<file path="src/rtl/me_ctrl_pkg.sv">
// Shared types and sizing helpers for the motion-estimation search controller.
package me_ctrl_pkg;

  // Spare encodings fall back to StInit.
  typedef enum logic [2:0] {
    StInit = 3'd0,
    StIdle = 3'd1,
    StRun  = 3'd2,
    StDone = 3'd3
  } me_state_e;

  // Enable windows open this many cycles after the cycle that samples req.
  localparam int unsigned AddrStart   = 2;
  localparam int unsigned PeSwStart   = 3;

  function automatic int unsigned vec_width(input int unsigned sw, input int unsigned tb);
    return $clog2(sw - tb + 1);
  endfunction

  function automatic int unsigned cand_count(input int unsigned sw, input int unsigned tb);
    return (sw - tb + 1) * (sw - tb + 1);
  endfunction

  function automatic int unsigned addr_sw_len(input int unsigned sw);
    return sw * sw;
  endfunction

  function automatic int unsigned addr_tb_len(input int unsigned tb);
    return tb * tb;
  endfunction

  function automatic int unsigned pe_sw_len(input int unsigned sw, input int unsigned tb);
    return sw * sw + sw - tb;
  endfunction

endpackage

</file>
<file path="src/rtl/me_phase_window.sv">
// Registered enable that is high for LEN cycles, starting START cycles after the go cycle.
module me_phase_window #(
  parameter int unsigned START = 1,
  parameter int unsigned LEN   = 1
) (
  input  logic clk,
  input  logic rst_n,
  input  logic go,
  input  logic kill,
  output logic en
);

  localparam int unsigned EndCnt = START + LEN;
  localparam int unsigned CntW   = $clog2(EndCnt + 1);
  localparam logic [CntW-1:0] StartC = CntW'(START);
  localparam logic [CntW-1:0] EndC   = CntW'(EndCnt);

  logic [CntW-1:0] cnt_q, cnt_d;
  logic            run_q, run_d;
  logic            en_q, en_d;

  always_comb begin
    cnt_d = cnt_q;
    run_d = run_q;
    if (kill) begin
      run_d = 1'b0;
    end else if (go) begin
      run_d = 1'b1;
      cnt_d = CntW'(1);
    end else if (run_q) begin
      cnt_d = cnt_q + 1'b1;
      if (cnt_d == EndC) run_d = 1'b0;
    end
    en_d = run_d && (cnt_d >= StartC);
  end

  always_ff @(posedge clk or negedge rst_n) begin
    if (!rst_n) begin
      cnt_q <= '0;
      run_q <= 1'b0;
      en_q  <= 1'b0;
    end else begin
      cnt_q <= cnt_d;
      run_q <= run_d;
      en_q  <= en_d;
    end
  end

  assign en = en_q;

endmodule

</file>
<file path="src/rtl/me_search_ctrl.sv">
// Full-search ME controller: sequences address generators / PE array, scans candidates,
// tracks the minimum SAD and its vector, and handshakes results with the host.
module me_search_ctrl
  import me_ctrl_pkg::*;
#(
  parameter int unsigned SAD_WIDTH  = 16,
  parameter int unsigned TB_LENGTH  = 16,
  parameter int unsigned SW_LENGTH  = 64,
  parameter int unsigned PIPE_DELAY = SW_LENGTH - TB_LENGTH + 7,
  parameter int unsigned TIE_MODE   = 0,
  localparam int unsigned VEC_WIDTH = vec_width(SW_LENGTH, TB_LENGTH),
  localparam int unsigned CNT_WIDTH = $clog2(cand_count(SW_LENGTH, TB_LENGTH) + 1)
) (
  input  logic                 clk,
  input  logic                 rst_n,
  input  logic                 req,
  input  logic                 abort,
  input  logic [SAD_WIDTH-1:0] sad,
  output logic                 clr,
  output logic                 en_addr_sw,
  output logic                 en_addr_tb,
  output logic                 en_pearray_sw,
  output logic                 en_pearray_tb,
  output logic [SAD_WIDTH-1:0] min_sad,
  output logic [VEC_WIDTH-1:0] min_mvx,
  output logic [VEC_WIDTH-1:0] min_mvy,
  output logic [CNT_WIDTH-1:0] cand_cnt,
  output logic                 aborted,
  output logic                 ack
);

  localparam int unsigned ScanW = $clog2(SW_LENGTH);
  localparam logic [ScanW-1:0] ScanLast = ScanW'(SW_LENGTH - 1);
  localparam logic [ScanW-1:0] ValidMin = ScanW'(TB_LENGTH - 1);
  localparam int unsigned WaitW = (PIPE_DELAY > 0) ? $clog2(PIPE_DELAY + 1) : 1;
  localparam logic [WaitW-1:0] WaitLast = WaitW'(PIPE_DELAY);

  me_state_e state_q, state_d;
  logic      go, run_exit, abort_run;

  logic [WaitW-1:0] wait_q;
  logic             scan_pend_q, scan_on_q, scan_last_q;
  logic [ScanW-1:0] scan_x_q, scan_y_q;

  logic                 valid, better, upd;
  logic [SAD_WIDTH-1:0] min_sad_q;
  logic [VEC_WIDTH-1:0] min_mvx_q, min_mvy_q;
  logic [CNT_WIDTH-1:0] cand_cnt_q;
  logic                 aborted_q, en_pearray_tb_q;

  always_ff @(posedge clk or negedge rst_n) begin
    if (!rst_n) state_q <= StInit;
    else        state_q <= state_d;
  end

  always_comb begin
    state_d = state_q;
    clr     = 1'b0;
    ack     = 1'b0;
    case (state_q)
      StInit: state_d = StIdle;
      StIdle: begin
        clr = 1'b1;
        if (req) state_d = StRun;
      end
      StRun: if (abort || scan_last_q) state_d = StDone;
      StDone: begin
        ack = 1'b1;
        if (!req) state_d = StIdle;
      end
      default: state_d = StInit;
    endcase
  end

  assign go        = (state_q == StIdle) && req;
  assign abort_run = (state_q == StRun) && abort;
  assign run_exit  = (state_q == StRun) && (abort || scan_last_q);

  me_phase_window #(
    .START(AddrStart),
    .LEN  (addr_sw_len(SW_LENGTH))
  ) u_win_addr_sw (
    .clk  (clk),
    .rst_n(rst_n),
    .go   (go),
    .kill (run_exit),
    .en   (en_addr_sw)
  );

  me_phase_window #(
    .START(AddrStart),
    .LEN  (addr_tb_len(TB_LENGTH))
  ) u_win_addr_tb (
    .clk  (clk),
    .rst_n(rst_n),
    .go   (go),
    .kill (run_exit),
    .en   (en_addr_tb)
  );

  me_phase_window #(
    .START(PeSwStart),
    .LEN  (pe_sw_len(SW_LENGTH, TB_LENGTH))
  ) u_win_pearray_sw (
    .clk  (clk),
    .rst_n(rst_n),
    .go   (go),
    .kill (run_exit),
    .en   (en_pearray_sw)
  );

  always_ff @(posedge clk or negedge rst_n) begin
    if (!rst_n) en_pearray_tb_q <= 1'b0;
    else        en_pearray_tb_q <= en_addr_tb && !run_exit;
  end

  assign en_pearray_tb = en_pearray_tb_q;

  // Pipeline wait, then raster scan with scan_y as the inner index.
  always_ff @(posedge clk or negedge rst_n) begin
    if (!rst_n) begin
      wait_q      <= '0;
      scan_pend_q <= 1'b0;
      scan_on_q   <= 1'b0;
      scan_last_q <= 1'b0;
      scan_x_q    <= '0;
      scan_y_q    <= '0;
    end else if (go) begin
      wait_q      <= '0;
      scan_pend_q <= 1'b1;
      scan_on_q   <= 1'b0;
      scan_last_q <= 1'b0;
      scan_x_q    <= '0;
      scan_y_q    <= '0;
    end else if (run_exit) begin
      scan_pend_q <= 1'b0;
      scan_on_q   <= 1'b0;
      scan_last_q <= 1'b0;
    end else if (state_q == StRun) begin
      if (scan_pend_q) begin
        if (wait_q == WaitLast) begin
          scan_pend_q <= 1'b0;
          scan_on_q   <= 1'b1;
          scan_x_q    <= '0;
          scan_y_q    <= '0;
        end else begin
          wait_q <= wait_q + 1'b1;
        end
      end
      if (scan_on_q) begin
        if (scan_y_q == ScanLast) begin
          scan_y_q <= '0;
          if (scan_x_q == ScanLast) begin
            scan_x_q    <= '0;
            scan_on_q   <= 1'b0;
            scan_last_q <= 1'b1;
          end else begin
            scan_x_q <= scan_x_q + 1'b1;
          end
        end else begin
          scan_y_q <= scan_y_q + 1'b1;
        end
      end
    end
  end

  assign valid  = scan_on_q && (scan_x_q >= ValidMin) && (scan_y_q >= ValidMin);
  assign better = (TIE_MODE != 0) ? (sad <= min_sad_q) : (sad < min_sad_q);
  // The candidate presented in the abort cycle is not taken.
  assign upd    = (state_q == StRun) && valid && !abort;

  always_ff @(posedge clk or negedge rst_n) begin
    if (!rst_n) begin
      min_sad_q  <= '1;
      min_mvx_q  <= '0;
      min_mvy_q  <= '0;
      cand_cnt_q <= '0;
      aborted_q  <= 1'b0;
    end else if (go) begin
      min_sad_q  <= '1;
      min_mvx_q  <= '0;
      min_mvy_q  <= '0;
      cand_cnt_q <= '0;
      aborted_q  <= 1'b0;
    end else begin
      if (upd) begin
        cand_cnt_q <= cand_cnt_q + 1'b1;
        if (better) begin
          min_sad_q <= sad;
          min_mvx_q <= VEC_WIDTH'(scan_x_q - ValidMin);
          min_mvy_q <= VEC_WIDTH'(scan_y_q - ValidMin);
        end
      end
      if (abort_run) aborted_q <= 1'b1;
    end
  end

  assign min_sad  = min_sad_q;
  assign min_mvx  = min_mvx_q;
  assign min_mvy  = min_mvy_q;
  assign cand_cnt = cand_cnt_q;
  assign aborted  = aborted_q;

endmodule

</file>
<file path="config.mk">
export PLATFORM = sky130hd
export DESIGN_NAME = me_search_ctrl
export DESIGN_NICKNAME = d
export VERILOG_FILES = /design/src/rtl/me_ctrl_pkg.sv /design/src/rtl/me_phase_window.sv /design/src/rtl/me_search_ctrl.sv
export SDC_FILE = /design/constraint.sdc
export NUM_CORES = 1
export LEC_CHECK = 0
export ABC_AREA = 1
export ABC_CLOCK_PERIOD_IN_PS = 2850
export CAP_MARGIN = 15
export CORE_MARGIN = 2
export CORE_UTILIZATION = 58
export DETAILED_ROUTE_END_ITERATION = 10
export PLACE_DENSITY_LB_ADDON = 0.05
export SYNTH_ARGS = -nofsm -noshare
export SYNTH_HDL_FRONTEND = slang
export SYNTH_SLANG_ARGS = --single-unit
</file>
<file path="constraint.sdc">
create_clock -name clk -period 2.85 [get_ports clk]
set_clock_uncertainty 0.1 [all_clocks]
set_input_delay 0.7125 -clock clk [delete_from_list [all_inputs] [get_ports clk]]
set_output_delay 0.7125 -clock clk [all_outputs]
set_load 0.02 [all_outputs]
</file>
==> results.tsv, run 1 <==
metric	value	unit
status	complete, no violations	
clk_lat worst skew	380	ps
Longest Clk Path Bufs	2	
routed length per instance	14.0	microns
Post-CTS Setup Inserts	0	
critical path peak fanout	4	
final setup fails	0	
TritonCTS clock tree	yes	
R2R depth	12	
number of DRC markers in iteration 0	455	
WL final	15200	microns
hold-fix buffers at CTS	0	
most frequent cells in the layout	230 x nand2_1, 112 x inv_1, 91 x nand3_1	
unrepaired setup endpoints after global routing	false	
die footprint	11900	sq um
dominant synthesized flop cell	dfrtp_1	
Seq cells post-synth	106	
H-tree Lvls	3	
DRT antenna net count	0	
CP required	2040	ps
Slew headroom	67.6	%
CTS Sinks	106	
Final Max Slew Viols	0	
Layout fillers	886	
largest net degree at the start of global routing	64	
core area	10800	sq um
global-route wire length before repair	25500	microns
Final #Nets	991	
site row count	38	
Antenna Cells	0	
synthesized area	6410	sq um
Avg Cell Area, Syn	7.36	sq um
CP Data Arrival Time	1780	ps
Cells after DPL	1072	
Slowest-stage cell, CP	clkdlybuf4s50_1	
CTS Buf Count	9	
Critical Path Start Type	flop	
Initial Util	59.4	%
part of the cycle the worst path needs	90.9	%
DRT Pass-1 Iters	5	
post-synth cell types	45	
clk root buf	clkbuf_8	
critical path class	reg -> out	
Reg clk slew, reported paths	100	ps
final hold viol count	0	
total gr overflow	0	
synthesized net count	918	
Final Non-Filler Cells	1088	
Synth-to-Final Area Change	16.8	%
Leakage	3.71	nW
Synth warnings	0	
via count	5960	
GRT Total Usage	26.6	%
Post-CTS Resized	0	
Hold Path Class	in -> async	
Post-Layout Inst Area	7480	sq um
port buffer count	66	
dpl cell area	7260	sq um
FMAX	0.386	GHz
DRC violation count after routing	0	
Die Wd	109	microns
sequential area share after synthesis	41.7	%
HPWL after DPL	11100	microns
Post-synth EDFFs	0	
Synth Instances	870	
# IOs	67	
layout cells sized above 1	9.18	%
crit end category	primary output	
CP Cell Sequence	inv_1, ha_1, clkdlybuf4s50_1	
Die H	109	microns
vias in the first global route	5637	
Setup TNS	0	ps
commonest non-fill, non-tap cell in the layout	nand2_1	
crit-path max cell delay	640	ps
initial antenna violation count	0	
minimum clock period	2590	ps
routability cong.	0.937	
P per Cell Area	884	nW/um^2
post-synthesis async set-or-reset flop share	100	%
VDD IR-drop max	504	uV
Vias/cell	5.48	
max cap viols	0	
Worst-Margin Slew	485	ps
==> routing by layer <==
metal  vias up  part of all wire [%]  global-route usage, %
li1       2952                     -                      -
met1      2797                    44                   34.7
met2       193                    49                   45.3
met3        18                   5.4                   3.65
met4         0                   1.4                   9.07
met5         -                     0                      0
==> final cells by class <==
class                      instances  area [sq um]  share of cell area (%)
inverter                         117           439                    5.87
timing repair buffer              80           776                    10.4
multi-input combinational        629          3200                    42.7
clock inverter                     7           101                    1.35
tap                              140           175                    2.34
sequential                       106          2670                    35.7
clock buffer                       9           124                    1.66
==> state kept, by name, summed over array words and instances, names as in the netlist, 2 cells and up <==
register / flops
state_q: 2
min_mvy: 6
u_win_addr_tb.cnt_q: 9
wait_q: 6
min_mvx: 6
scan_x_q: 6
u_win_pearray_sw.cnt_q: 13
u_win_addr_sw.cnt_q: 13
min_sad: 16
cand_cnt: 12
scan_y_q: 6
==> critical path, delay by kind of cell (launching register included) <==
family	cells	cell delay, ps
fa+ha+maj	1	250
buf+inv	2	720
flops	1	430
==> final timing paths <==
| kind | startpoint | endpoint | slack [ps] |
|---|---|---|---|
| worst min-delay path | rst_n | min_sad[5]$_DFFE_PN1P_ | 230 |
| min in group clk | min_sad[1]$_DFFE_PN1P_ | min_sad[1]$_DFFE_PN1P_ | 400 |
| worst min register to register | min_sad[1]$_DFFE_PN1P_ | min_sad[1]$_DFFE_PN1P_ | 400 |
| worst max-delay path | state_q[1]$_DFFE_PN0P_ | clr | 260 |
| worst max register to register | state_q[1]$_DFFE_PN0P_ | u_win_addr_sw.en$_DFF_PN0_ | 540 |
| max in group asynchronous | rst_n | min_sad[0]$_DFFE_PN1P_ | 1930 |
==> cell families after synthesis <==
kind of cell             synth area share, %
adder cells (fa/ha/maj)                 5.47
flip-flops                              41.7
AO/OA/AOI/OAI                           9.39
AND/OR/NAND/NOR                         33.1
XOR/XNOR                                1.91
buffers and inverters                   8.46
==> through the flow <==
step	hold WS (ps)	utilization, %	worst slack, ps	power (mW)
6_report	226	69.3	260	6.61
5_1_grt	225	69.3	206	7.16
4_1_cts	223	69.3	257	6.62
3_5_place_dp	388	67.3	-9.43	5.55
3_3_place_gp	371	67.3	72.9	5.42
2_1_floorplan	317	-	680	4.51
==> power breakdown <==
| part | switching, mW | internal [mW] | leakage [nW] |
|---|---|---|---|
| combinational | 1.94 | 1.21 | 2.25 |
| clock | 0.555 | 0.502 | 0.106 |
| sequential | 0.411 | 2.00 | 1.35 |
==> synthesized netlist by cell type (3+ instances only) <==
master	number	area [sq um]
nor2_1	90	338
buf_6	3	33.8
o32ai_1	3	26.3
xor2_1	12	105
nor2_2	6	37.5
or2_2	15	93.8
dfrtp_1	90	2250
o21ai_0	34	170
nor3_1	10	50.1
nand2_1	231	867
a21oi_1	42	210
and2_1	3	18.8
o21ai_1	9	45.0
nand3_1	91	455
ha_1	28	350
dfstp_2	16	420
clkbuf_1	7	26.3
inv_1	112	420
o21bai_1	3	22.5
nand4_1	21	131
inv_2	5	18.8
buf_2	4	20.0
nand2_2	3	18.8
Power figures use the tool's default switching activity.
==> inputs of run 2 (changes only) <==
- ABC_CLOCK_PERIOD_IN_PS: 2850 -> default
- CORE_MARGIN: 2 -> 10
==> results.tsv, run 2 (same netlist as run 1, synthesis figures left out) <==
metric	value	unit	change
CP required	2040	ps	about the same
vias in the first global route	5911		was 5637
core area	10800	sq um	about the same
HPWL after DPL	11500	microns	was 11100 microns
commonest non-fill, non-tap cell in the layout	nand2_1		unchanged
Leakage	3.72	nW	was 3.71 nW
sequential share of power	36.9	%	was 36.4%
FMAX	0.391	GHz	was 0.386 GHz
Worst-Margin Slew	535	ps	was 485 ps
total gr overflow	0		unchanged
Setup TNS	0	ps	unchanged
Final Max Slew Viols	0		unchanged
via count	5954		was 5960
number of DRC markers in iteration 0	458		was 455
Hold Path Class	in -> async		unchanged
Critical Path Start Type	flop		unchanged
CTS Buf Count	9		unchanged
VDD IR-drop max	576	uV	was 504 uV
clk_lat worst skew	400	ps	was 380 ps
Internal Power	3.65	mW	was 3.71 mW
DRC violation count after routing	0		unchanged
Longest Clk Path Bufs	2		unchanged
R2R Path Start	state_q[0]$_DFFE_PN0P_		was state_q[1]$_DFFE_PN0P_
Die Wd	125	microns	was 109 microns
site row count	38		unchanged
clk root buf	clkbuf_8		unchanged
layout cells sized above 1	9.46	%	was 9.18%
part of the cycle the worst path needs	89.6	%	was 90.9%
Reg clk slew, reported paths	100	ps	about the same
dpl cell area	7280	sq um	was 7260 sq um
minimum clock period	2550	ps	was 2590 ps
largest net degree at the start of global routing	43		was 64
Reg2Reg Setup Slack	640	ps	was 540 ps
max cap viols	0		unchanged
CP endpoint	clr		unchanged
Post-Layout Inst Area	7480	sq um	about the same
global-route wire length before repair	26700	microns	was 25500 microns
hold-fix buffers at CTS	0		unchanged
routability cong.	0.919		was 0.937
R2R depth	11		was 12
final setup fails	0		unchanged
WHS	198	ps	was 226 ps
Post-CTS Setup Inserts	0		unchanged
Die H	125	microns	was 109 microns
CP Data Arrival Time	1740	ps	was 1780 ps
Slew headroom	64.4	%	was 67.6%
# IOs	67		unchanged
switch share	44.1	%	was 43.9%
Synth-to-Final Area Change	16.8	%	about the same
Antenna Cells	0		unchanged
GRT Total Usage	19.8	%	was 26.6%
routed length per instance	14.2	microns	was 14.0 microns
status	complete, no violations		unchanged
final hold viol count	0		unchanged
FF-to-FF End	cand_cnt[9]$_DFFE_PN0P_		was u_win_addr_sw.en$_DFF_PN0_
switching power total	2.88	mW	was 2.90 mW
Final #Nets	994		was 991
max reg flops	16		unchanged
WL final	15500	microns	was 15200 microns
most frequent cells in the layout	230 x nand2_1, 112 x inv_1, 91 x nand3_1		unchanged
H-tree Lvls	3		unchanged
Post-CTS Resized	0		unchanged
crit end category	primary output		unchanged
DRT Pass-1 Iters	6		was 5
Initial Util	59.1	%	was 59.4%
CP startpoint	state_q[1]$_DFFE_PN0P_		unchanged
unrepaired setup endpoints after global routing	false		unchanged
power share of the clock group	14.7	%	was 16.0%
CTS Sinks	106		unchanged
Comb pwr share	48.4	%	was 47.6%
port buffer count	66		unchanged
P per Cell Area	872	nW/um^2	was 884 nW/um^2
Vias/cell	5.46		was 5.48
die footprint	15700	sq um	was 11900 sq um
DRT antenna net count	0		unchanged
critical path class	reg -> out		unchanged
TritonCTS clock tree	yes		unchanged
initial antenna violation count	0		unchanged
critical path peak fanout	4		unchanged
==> run 2: changes by cell type in the layout (fill, tap and decap cells not counted) <==
cell / change
buf_4: +3
bufinv_16: -1
inv_6: -2
clkinvlp_4: +1
clkbuf_8: +1
clkinv_2: +1
==> run 2: worst min path at each step <==
stage / cells past startpoint / start / slack [ps] / to
finish: 1 / rst_n / 200 / u_win_pearray_sw.cnt_q[6]$_DFF_PN0_
global route: 1 / rst_n / 220 / u_win_pearray_sw.run_q$_DFF_PN0_
CTS: 1 / rst_n / 200 / u_win_pearray_sw.en$_DFF_PN0_
detailed placement: 1 / wait_q[3]$_DFFE_PN0P_ / 370 / wait_q[4]$_DFFE_PN0P_
global placement: 1 / wait_q[3]$_DFFE_PN0P_ / 370 / wait_q[4]$_DFFE_PN0P_
floorplan: 0 / rst_n / 320 / aborted$_DFFE_PN0P_
==> run 2: metal layers <==
| metal | routed length [microns] | track usage (%) |
|---|---|---|
| met1 | 6660 | 23.9 |
| met4 | 198 | 5.28 |
| met2 | 7720 | 34.1 |
| met5 | 0 | 0 |
| met3 | 880 | 5.20 |
==> run 2: final cells by class <==
type / instances / area, sq um
tap: 140 / 175
multi-input combinational: 629 / 3200
sequential: 106 / 2670
inverter: 117 / 439
clock inverter: 6 / 66.3
clock buffer: 10 / 138
timing repair buffer: 83 / 798
fill: 929 / 3360
==> run 2: worst max-delay path, cell delays in order (launching register included) <==
cell	delay, ps
dfrtp_1	420
inv_1	70
ha_1	220
clkdlybuf4s50_1	640
==> run 2: power by group through the flow <==
stage	Sequential [mW]	Clock [mW]	Combinational, mW
after floorplan	2.54	0	1.97
after global placement	2.40	0	3.06
after detailed placement	2.42	0	3.17
after CTS	2.40	0.984	3.18
after global routing	2.47	1.03	3.60
final	2.41	0.959	3.16
==> run 2: through the flow <==
step | utilization, % | cells | worst slack, ps | power (mW)
2_1_floorplan | - | 870 | 680 | 4.51
5_1_grt | 69.0 | 1091 | 199 | 7.11
6_report | 69.0 | 1091 | 295 | 6.53
3_3_place_gp | 67.2 | 1075 | 133 | 5.47
3_5_place_dp | 67.2 | 1075 | 110 | 5.59
4_1_cts | 69.0 | 1091 | 268 | 6.56
==> inputs of run 3 (changes only) <==
- SLEW_MARGIN: default -> 0
==> results of run 3 <==
Same layout as run 2: the final DEF is identical, and so are final timing and power.
